$ cat src/rtl/uart_tx_arb_if.sv
// uart_tx_arb_if: requester and transmitter signal bundle around the uart_tx arbiter
//   req/din/last : requester byte streams (valid, byte per requester, end-of-message)
//   ack/grant    : per-requester byte-taken pulse and one-hot current owner
//   txWrEn/txDin : write strobe and byte towards uart_tx
//   txBusy       : registered busy from uart_tx
//   err          : one-cycle pulse when txBusy never rose after a strobe
interface uart_tx_arb_if #(parameter int NREQ = 4);
    logic [NREQ-1:0]   req;
    logic [8*NREQ-1:0] din;
    logic [NREQ-1:0]   last;
    logic [NREQ-1:0]   ack;
    logic [NREQ-1:0]   grant;
    logic              txWrEn;
    logic [7:0]        txDin;
    logic              txBusy;
    logic              err;
    modport master (input req, din, last, txBusy, output ack, grant, txWrEn, txDin, err);
    modport slave  (output req, din, last, txBusy, input ack, grant, txWrEn, txDin, err);
endinterface

$ cat src/rtl/uart_tx_arb.sv
// uart_tx_arb: round-robin, message-locked sharing of one uart_tx among NREQ byte streams
//   clk, rst : clock and asynchronous active-high reset
//   bus      : master side of uart_tx_arb_if (requester handshake, uart_tx strobe/busy, err)
module uart_tx_arb #(
    parameter int NREQ    = 4,
    parameter int BUSY_TO = 8,
    parameter int GAP     = 0
) (
    input logic           clk,
    input logic           rst,
    uart_tx_arb_if.master bus
);
    localparam int IW = $clog2(NREQ);
    localparam logic [7:0] TO = 8'(BUSY_TO);
    localparam logic [7:0] GL = 8'(GAP);
    typedef enum logic [2:0] {IDLE, LOAD, WAIT_HI, WAIT_LO, GAP_S} state_t;
    state_t state, state_n;
    logic [IW-1:0] rr, rr_n, win, idx;
    logic found;
    logic [7:0] cnt, cnt_n, din_n;
    logic last_q, last_q_n, wr_n, err_n;
    logic [NREQ-1:0] ack_n, grant_n;

    // rr doubles as the owner index while a message is in flight
    always_ff @(posedge clk or posedge rst) begin
        if (rst) begin
            state      <= IDLE;
            rr         <= IW'(NREQ - 1);
            cnt        <= '0;
            last_q     <= 1'b0;
            bus.ack    <= '0;
            bus.grant  <= '0;
            bus.txWrEn <= 1'b0;
            bus.txDin  <= '0;
            bus.err    <= 1'b0;
        end else begin
            state      <= state_n;
            rr         <= rr_n;
            cnt        <= cnt_n;
            last_q     <= last_q_n;
            bus.ack    <= ack_n;
            bus.grant  <= grant_n;
            bus.txWrEn <= wr_n;
            bus.txDin  <= din_n;
            bus.err    <= err_n;
        end
    end

    // first requester above the previous winner, wrapping
    always_comb begin
        found = 1'b0;
        win   = rr;
        idx   = '0;
        for (int k = 1; k <= NREQ; k++) begin
            idx = IW'((int'(rr) + k) % NREQ);
            if (!found && bus.req[idx]) begin
                found = 1'b1;
                win   = idx;
            end
        end
    end

    always_comb begin
        state_n  = state;
        rr_n     = rr;
        cnt_n    = cnt;
        last_q_n = last_q;
        grant_n  = bus.grant;
        din_n    = bus.txDin;
        ack_n    = '0;
        wr_n     = 1'b0;
        err_n    = 1'b0;
        case (state)
            IDLE: if (found) begin
                grant_n = NREQ'(1) << win;
                rr_n    = win;
                state_n = LOAD;
            end
            LOAD: if (bus.req[rr]) begin
                wr_n     = 1'b1;
                din_n    = bus.din[{rr, 3'b000} +: 8];
                ack_n    = NREQ'(1) << rr;
                last_q_n = bus.last[rr];
                cnt_n    = '0;
                state_n  = WAIT_HI;
            end
            WAIT_HI: if (bus.txBusy) state_n = WAIT_LO;
            else begin
                cnt_n = cnt + 8'd1;
                if (cnt_n == TO) begin
                    err_n   = 1'b1;
                    grant_n = '0;
                    state_n = IDLE;
                end
            end
            WAIT_LO: if (!bus.txBusy) begin
                if (last_q) begin
                    grant_n = '0;
                    cnt_n   = '0;
                    state_n = (GAP == 0) ? IDLE : GAP_S;
                end else state_n = LOAD;
            end
            GAP_S: begin
                cnt_n = cnt + 8'd1;
                if (cnt_n == GL) state_n = IDLE;
            end
            default: state_n = IDLE;
        endcase
    end
endmodule

$ cat src/flat_wrapper.sv
// flat-port wrapper written by rule: the top's interface ports become plain ports
module uart_tx_arb_flat 
#(
    parameter int NREQ    = 4,
    parameter int BUSY_TO = 8,
    parameter int GAP     = 0
)
  (clk, rst, bus_req, bus_din, bus_last, bus_txBusy, bus_ack, bus_grant, bus_txWrEn, bus_txDin, bus_err);
  uart_tx_arb_if #(.NREQ(NREQ)) bus_i ();
  input logic clk;
  input logic rst;
  input wire logic [$bits(bus_i.req)-1:0] bus_req;
  input wire logic [$bits(bus_i.din)-1:0] bus_din;
  input wire logic [$bits(bus_i.last)-1:0] bus_last;
  input wire logic [$bits(bus_i.txBusy)-1:0] bus_txBusy;
  output wire logic [$bits(bus_i.ack)-1:0] bus_ack;
  output wire logic [$bits(bus_i.grant)-1:0] bus_grant;
  output wire logic [$bits(bus_i.txWrEn)-1:0] bus_txWrEn;
  output wire logic [$bits(bus_i.txDin)-1:0] bus_txDin;
  output wire logic [$bits(bus_i.err)-1:0] bus_err;
  assign bus_i.req = bus_req;
  assign bus_i.din = bus_din;
  assign bus_i.last = bus_last;
  assign bus_i.txBusy = bus_txBusy;
  assign bus_ack = bus_i.ack;
  assign bus_grant = bus_i.grant;
  assign bus_txWrEn = bus_i.txWrEn;
  assign bus_txDin = bus_i.txDin;
  assign bus_err = bus_i.err;
  uart_tx_arb #(.NREQ(NREQ), .BUSY_TO(BUSY_TO), .GAP(GAP)) u_core (.clk(clk), .rst(rst), .bus(bus_i));
endmodule
$ cat config.mk
export PLATFORM = sky130hd
export DESIGN_NAME = uart_tx_arb_flat
export DESIGN_NICKNAME = d
export VERILOG_FILES = /design/src/rtl/uart_tx_arb_if.sv /design/src/rtl/uart_tx_arb.sv /design/src/flat_wrapper.sv
export SDC_FILE = /design/constraint.sdc
export NUM_CORES = 1
export LEC_CHECK = 0
export CORE_ASPECT_RATIO = 1.75
export CORE_MARGIN = 1.5
export CORE_UTILIZATION = 45
export CTS_CLUSTER_SIZE = 25
export DETAILED_ROUTE_END_ITERATION = 10
export DONT_BUFFER_PORTS = 1
export PLACE_DENSITY = 0.64
export SYNTH_ARGS = -nofsm -noshare
export SYNTH_HDL_FRONTEND = slang
export SYNTH_SLANG_ARGS = --single-unit
$ cat constraint.sdc
create_clock -name clk -period 7.6 [get_ports clk]
set_clock_uncertainty 0.1 [all_clocks]
set_input_delay 0.76 -clock clk [delete_from_list [all_inputs] [get_ports clk]]
set_output_delay 0.76 -clock clk [all_outputs]
set_load 0.01 [all_outputs]
[Yosys cells after proc, flatten, opt, wreduce, memory -nomap -nowiden]
Cells that the tools add are included.
Word-level totals
  flip-flop bits (word level): 32
  input bits: 43
  output and inout port bits: 18
Operators by class
  $add $sub $neg: 5
  order comparisons: 5
  equality and inequality tests: 13
  shifts and indexed selects: 3
  muxes and demuxes: 46
  reductions and logical operators: 15
Operators with widths (number)
  $mux 8: 4
  $pmux 8 s4: 1
  $shiftx 32x6->8: 1
  $mux 4: 7
  $mux 3: 6
  $mux 1: 16
  $lt 2x3->1 const B: 5
  $pmux 3 s5: 1
  $bmux 1 s2: 6
  $pmux 4 s3: 1
  $ne 2x1->1 const B: 5
  $reduce_and 5->1: 2
  $add 8x1->8 const B: 1
  $eq 8x4->1 const B: 1
  $logic_not 8->1: 1
  $mux 2: 4
  $shl 1x2->4 const A: 2
  $eq 3x2->1 const B: 2
  $reduce_and 6->1: 1
  $add 2x1->2 const B: 2
  $add 2x2->2 const B: 2
  $ne 2x2->1 const B: 2
  $reduce_and 2->1: 2
  $reduce_bool 4->1: 1
  other kinds (7): 11

[Depth between registers and ports, before layout]
  depth in word-level cells: 16
  mapped depth: 9
  mapped depth without buffers: 7

[Worst setup path before layout]
Ideal clock, no wire load.
  path kind: flip-flop to flip-flop
  from: register u_core.rr[1]
  to: register u_core.bus.grant[0]
  library setup time: 91 ps
  arrival: 2288 ps
  required time: 7409 ps
  slack: 5121 ps
  stages on the path, launching flop included: 10
  buffers on the path: 2
  cells stage by stage: dfstp_2 -> buf_4 -> clkbuf_1 -> inv_1 -> ha_1 -> inv_1 -> o31a_1 -> o211a_1 -> or3b_2 -> o221ai_1
On the way
  longest elaborated chain between the ends: 16
RTL lines
  start, declared: RTL line uart_tx_arb.sv:18  | logic [IW-1:0] rr, rr_n, win, idx;
  start signal, assigned: RTL line uart_tx_arb.sv:28  | rr <= IW'(NREQ - 1);
  start signal, assigned: RTL line uart_tx_arb.sv:38  | rr <= rr_n;
  $add 2x1->2: RTL line uart_tx_arb.sv:55  | idx = IW'((int'(rr) + k) % NREQ);
  $bmux 1 s2: RTL line uart_tx_arb.sv:56  | if (!found && bus.req[idx]) begin
  $mux 1 (not written as such): RTL line uart_tx_arb.sv:56
  $mux 1: RTL line uart_tx_arb.sv:56
  $logic_not 1->1: RTL line uart_tx_arb.sv:56
  $logic_and 1x1->1: RTL line uart_tx_arb.sv:56
  $mux 1: RTL line uart_tx_arb.sv:56
  $logic_not 1->1: RTL line uart_tx_arb.sv:56
  $logic_and 1x1->1: RTL line uart_tx_arb.sv:56
  $mux 1: RTL line uart_tx_arb.sv:56
  $logic_not 1->1: RTL line uart_tx_arb.sv:56
  $logic_and 1x1->1: RTL line uart_tx_arb.sv:56
  $mux 2: RTL line uart_tx_arb.sv:56
  $shl 1x2->4: RTL line uart_tx_arb.sv:75  | grant_n = NREQ'(1) << win;
  $mux 4: RTL line uart_tx_arb.sv:74  | IDLE: if (found) begin
  $pmux 4 s3: RTL line uart_tx_arb.sv:73  | case (state)
  end signal, assigned: RTL line uart_tx_arb.sv:42  | bus.grant <= grant_n;
  end, declared: RTL line uart_tx_arb_if.sv:17  | modport master (input req, din, last, txBusy, output ack, grant, txWrEn, txDin, err);
Several ways; a longest one is shown, not always the timed one. The select of a mux whose other input is x is not followed.
A chain may end at the register's enable or synchronous reset.

[Worst setup path after layout]
  from: register u_core.rr[0]
  to: register u_core.bus.grant[0]
The elaborated chain is that of the path after synthesis.

==> results.txt <==
The die covers 0.00465 mm2. The longest clock path from root to sink contains 2 buffers. The critical path is of the reg -> reg type. The setup-violating endpoint count in the final report is 0. TritonCTS built the clock tree. Before CTS, the worst setup slack after placement is 5.03 ns.

Yosys attributes the largest share of cell area to sky130_fd_sc_hd__dfrtp_1 (38%), sky130_fd_sc_hd__mux4_2 (12%), sky130_fd_sc_hd__mux2_2 (4.1%). Once detail routing completed, the nets flagged for antenna violations numbered 0. The number of global-route vias before repair is 1320, and the post-layout worst setup margin is 5.04 ns. The layout has 393 filler cells. The kind of path behind the tightest hold check was in -> async. Power spread over the standard cell area amounts to 384 mW/mm2. The measured slew at the worst slew-check pin is 0.910 ns, and the number of max-cap violations is 0. Clock edge transition at the registers on the reported setup and hold paths: 0.07 ns. The worst setup path is captured at a flop. For the finished layout, the period the worst path requires is 2.56 ns. At the worst endpoint, the required time is 7.69 ns. By count the netlist is led by sky130_fd_sc_hd__dfrtp_1 (29), sky130_fd_sc_hd__nand2_1 (15), sky130_fd_sc_hd__o21ai_0 (12). The setup check on the worst reg-to-reg path leaves a slack of 5.04 ns. The analysis attributes to cell leakage a power of 0.000855 uW. In this run the core area contains 31 standard-cell rows.

The initial utilization of the core area, before any placement, comes to 46.3%. The tools report the number of max-slew violations in the final report as 0. Summed over all layers, the routed wires come to 3770 um.

At the later pin of the worst-skew pair, clock insertion delay measures 0.28 ns. The core region is 0.00411 mm2. The worst hold margin was 0.345 ns. In this run the critical register-to-register path is launched from u_core.rr[0]$_DFFE_PP1P_. The async set-reset flop share out of synthesis came out at 100%.

The routed layout has 1331 vias. Routability-driven placement finished with a final weighted congestion of 0.721. For the number of antenna violations at the first check in global routing, the log shows 0. The pre-antenna-repair detailed-routing pass consisted of 4 iterations. In this run the worst path has a maximum fanout of 20.

The number of setup buffers added after CTS is 0. The die is 52.2 um wide. For this run, the leading register cell type out of synthesis is sky130_fd_sc_hd__dfrtp_1. The worst pin sits at a relative slew slack of 38.9%.

Setup repair after global routing left no endpoint under its margin. Multi-input combinational cell area: 0.00101 mm2. After synthesis, flip-flops and latches occupy 40.9% of the total area. After the first detailed-routing iteration, the DRC count stood at 31.

The tools report the critical path startpoint as u_core.rr[0]$_DFFE_PP1P_. The total number of yosys warnings is 0. The tools report the maximum number of pins on one net before global-route repair as 32. The top achievable clock speed is 391 MHz. Cell taking the most area after synthesis: sky130_fd_sc_hd__dfrtp_1. The endpoint of the worst-slack reg-to-reg timing path is u_core.bus.grant[0]$_DFFE_PP0P_. The flip-flop and latch count after synthesis is 31, and the number of gates resized after cts is 0. The number of clock buffers inserted by TritonCTS is 5, and the quantity of I/O buffers inserted on ports is 0. The vias per cell was 6.02; the final net count was 220.

IR analysis of the VDD net gives a maximum drop of 0.218 mV. The run gives 0 as the final global-route overflow total. For the post-route core utilization, the log shows 49.1%. The synthesized design devotes to its leading area cell type 38.1% of total area. In this run the mean area of a mapped cell was 10.9 um2. The y dimension of the die works out to 89.1 um. In the final layout, flip-flops and latches occupy 778 um2. The flow ran to the end, and the final reports show no timing, DRC or antenna violations. The most common cell in the synthesized netlist is sky130_fd_sc_hd__dfrtp_1.

The net count of the mapped netlist was 223; the synthesis-to-layout area growth was 5.98%. The number of enable flip-flop cells after synthesis works out to 0. Synthesis handed over a netlist of 174 instances.

In the finished design, the share of the clock period the worst path needs comes to 33.7%. The estimated wirelength of the detail-placed design was 2790 um; the number of distinct library cells after synthesis was 52. The tools report the top-level port count as 61.

The logs give 2.65 ns for the critical path data arrival time and 0 for the number of antenna repair diodes. The overall routing resource usage is 17.2%, and the final routed wire length divided by cell count is 17.1 um. STA classifies the critical path startpoint as a flop.

For the worst flop-to-flop path, the logic depth is 7. For this design, the sink count on the clock tree is 31. The remaining routing DRC violations was 0; the hold buffer count at CTS was 0.

The first global-routing pass estimated 6000 um of wire. In this run the clock root is driven by a sky130_fd_sc_hd__clkbuf_8. The proportion of layout cells with a drive suffix above 1 was 20.3%; the count of H-tree levels built during CTS was 2. For the netlist area before placement, the log shows 0.00190 mm2. For the final routed database, the setup TNS stands at 0 ns. The final hold violation count is 0.

The most critical setup path has its endpoint at u_core.bus.grant[0]$_DFFE_PP0P_.
-- per-stage QoR --
stage / instance area (um2) / std cells / total power (uW)
final: 2020 / 221 / 774
after global routing: 2020 / 221 / 833
after floorplan: 1900 / 174 / 575
after CTS: 2020 / 221 / 783
after detailed placement: 1900 / 213 / 613
after global placement: 1900 / 213 / 599
-- worst min path at each step --
stage / cells after the start / endpoint / slack (ns) / from
2_1_floorplan: 1 / u_core.cnt[7]$_DFFE_PP0P_ / 0.39 / u_core.cnt[7]$_DFFE_PP0P_
3_3_place_gp: 1 / u_core.cnt[7]$_DFFE_PP0P_ / 0.42 / u_core.cnt[7]$_DFFE_PP0P_
3_5_place_dp: 1 / u_core.cnt[7]$_DFFE_PP0P_ / 0.42 / u_core.cnt[7]$_DFFE_PP0P_
4_1_cts: 2 / u_core.bus.txDin[6]$_DFFE_PP0P_ / 0.35 / rst
5_1_grt: 2 / u_core.bus.txDin[1]$_DFFE_PP0P_ / 0.37 / rst
6_report: 2 / u_core.bus.txDin[6]$_DFFE_PP0P_ / 0.35 / rst
-- cells in the final DEF, fill, tap and decap left out, types with 6 or more instances in the layout --
master / count
sky130_fd_sc_hd__ha_1: 6
sky130_fd_sc_hd__clkbuf_8: 6
sky130_fd_sc_hd__mux2_2: 7
sky130_fd_sc_hd__mux4_2: 10
sky130_fd_sc_hd__o21ai_0: 12
sky130_fd_sc_hd__nor2_1: 8
sky130_fd_sc_hd__inv_1: 11
sky130_fd_sc_hd__dfrtp_1: 29
sky130_fd_sc_hd__nand2_1: 15
sky130_fd_sc_hd__o221ai_1: 6
-- logic make-up (layout without fill, tap and decap cells) --
logic type | Yosys count | count (layout) | synth area share, %
xor gates and xnor gates | 3 | 3 | 1.38
DFF | 31 | 31 | 40.9
and+or+nand+nor | 51 | 51 | 14.3
adders and majority gates | 6 | 6 | 3.94
AOI/OAI and AO/OA | 38 | 38 | 13.9
buffers and inverters | 22 | 20 | 5.98
muxes | 23 | 23 | 19.6
-- final cells by class --
type                       count  area share [%]
sequential                    31            38.6
inverter                      11            2.05
clock inverter                 2            1.74
multi-input combinational    121            50.2
tap                           49            3.04
timing repair buffer           1           0.372
clock buffer                   6            4.09
-- worst max-delay path: stages, from the launching register on --
cell,delay (ns)
sky130_fd_sc_hd__dfstp_2,0.86
sky130_fd_sc_hd__inv_1,0.16
sky130_fd_sc_hd__ha_1,0.34
sky130_fd_sc_hd__inv_1,0.11
sky130_fd_sc_hd__o221ai_1,0.11
sky130_fd_sc_hd__o311ai_0,0.22
sky130_fd_sc_hd__or3b_2,0.49
sky130_fd_sc_hd__o221ai_1,0.08
-- routing by layer --
metal / global-route usage (%) / part of all wire [%] / up-vias
met5: 0 / 0 / -
met4: 8.16 / 1.7 / 0
met3: 4.68 / 4.3 / 8
met2: 29.9 / 54 / 36
met1: 19.0 / 40 / 654
li1: - / - / 633
-- where the power goes --
part / leakage, uW / internal [uW] / total [uW] / switching (uW)
Sequential: 0.000386 / 229 / 331 / 102
Clock: 0.0000612 / 106 / 167 / 61.1
Combinational: 0.000408 / 155 / 277 / 121
-- state kept, by name, summed over array words and instances, names as in the netlist --
register           count
u_core.bus.txWrEn      1
u_core.rr              2
u_core.bus.err         1
u_core.last_q          1
u_core.bus.ack         4
u_core.bus.txDin       8
u_core.cnt             8
u_core.state           2
u_core.bus.grant       4
(Power assumes the default switching activity.)
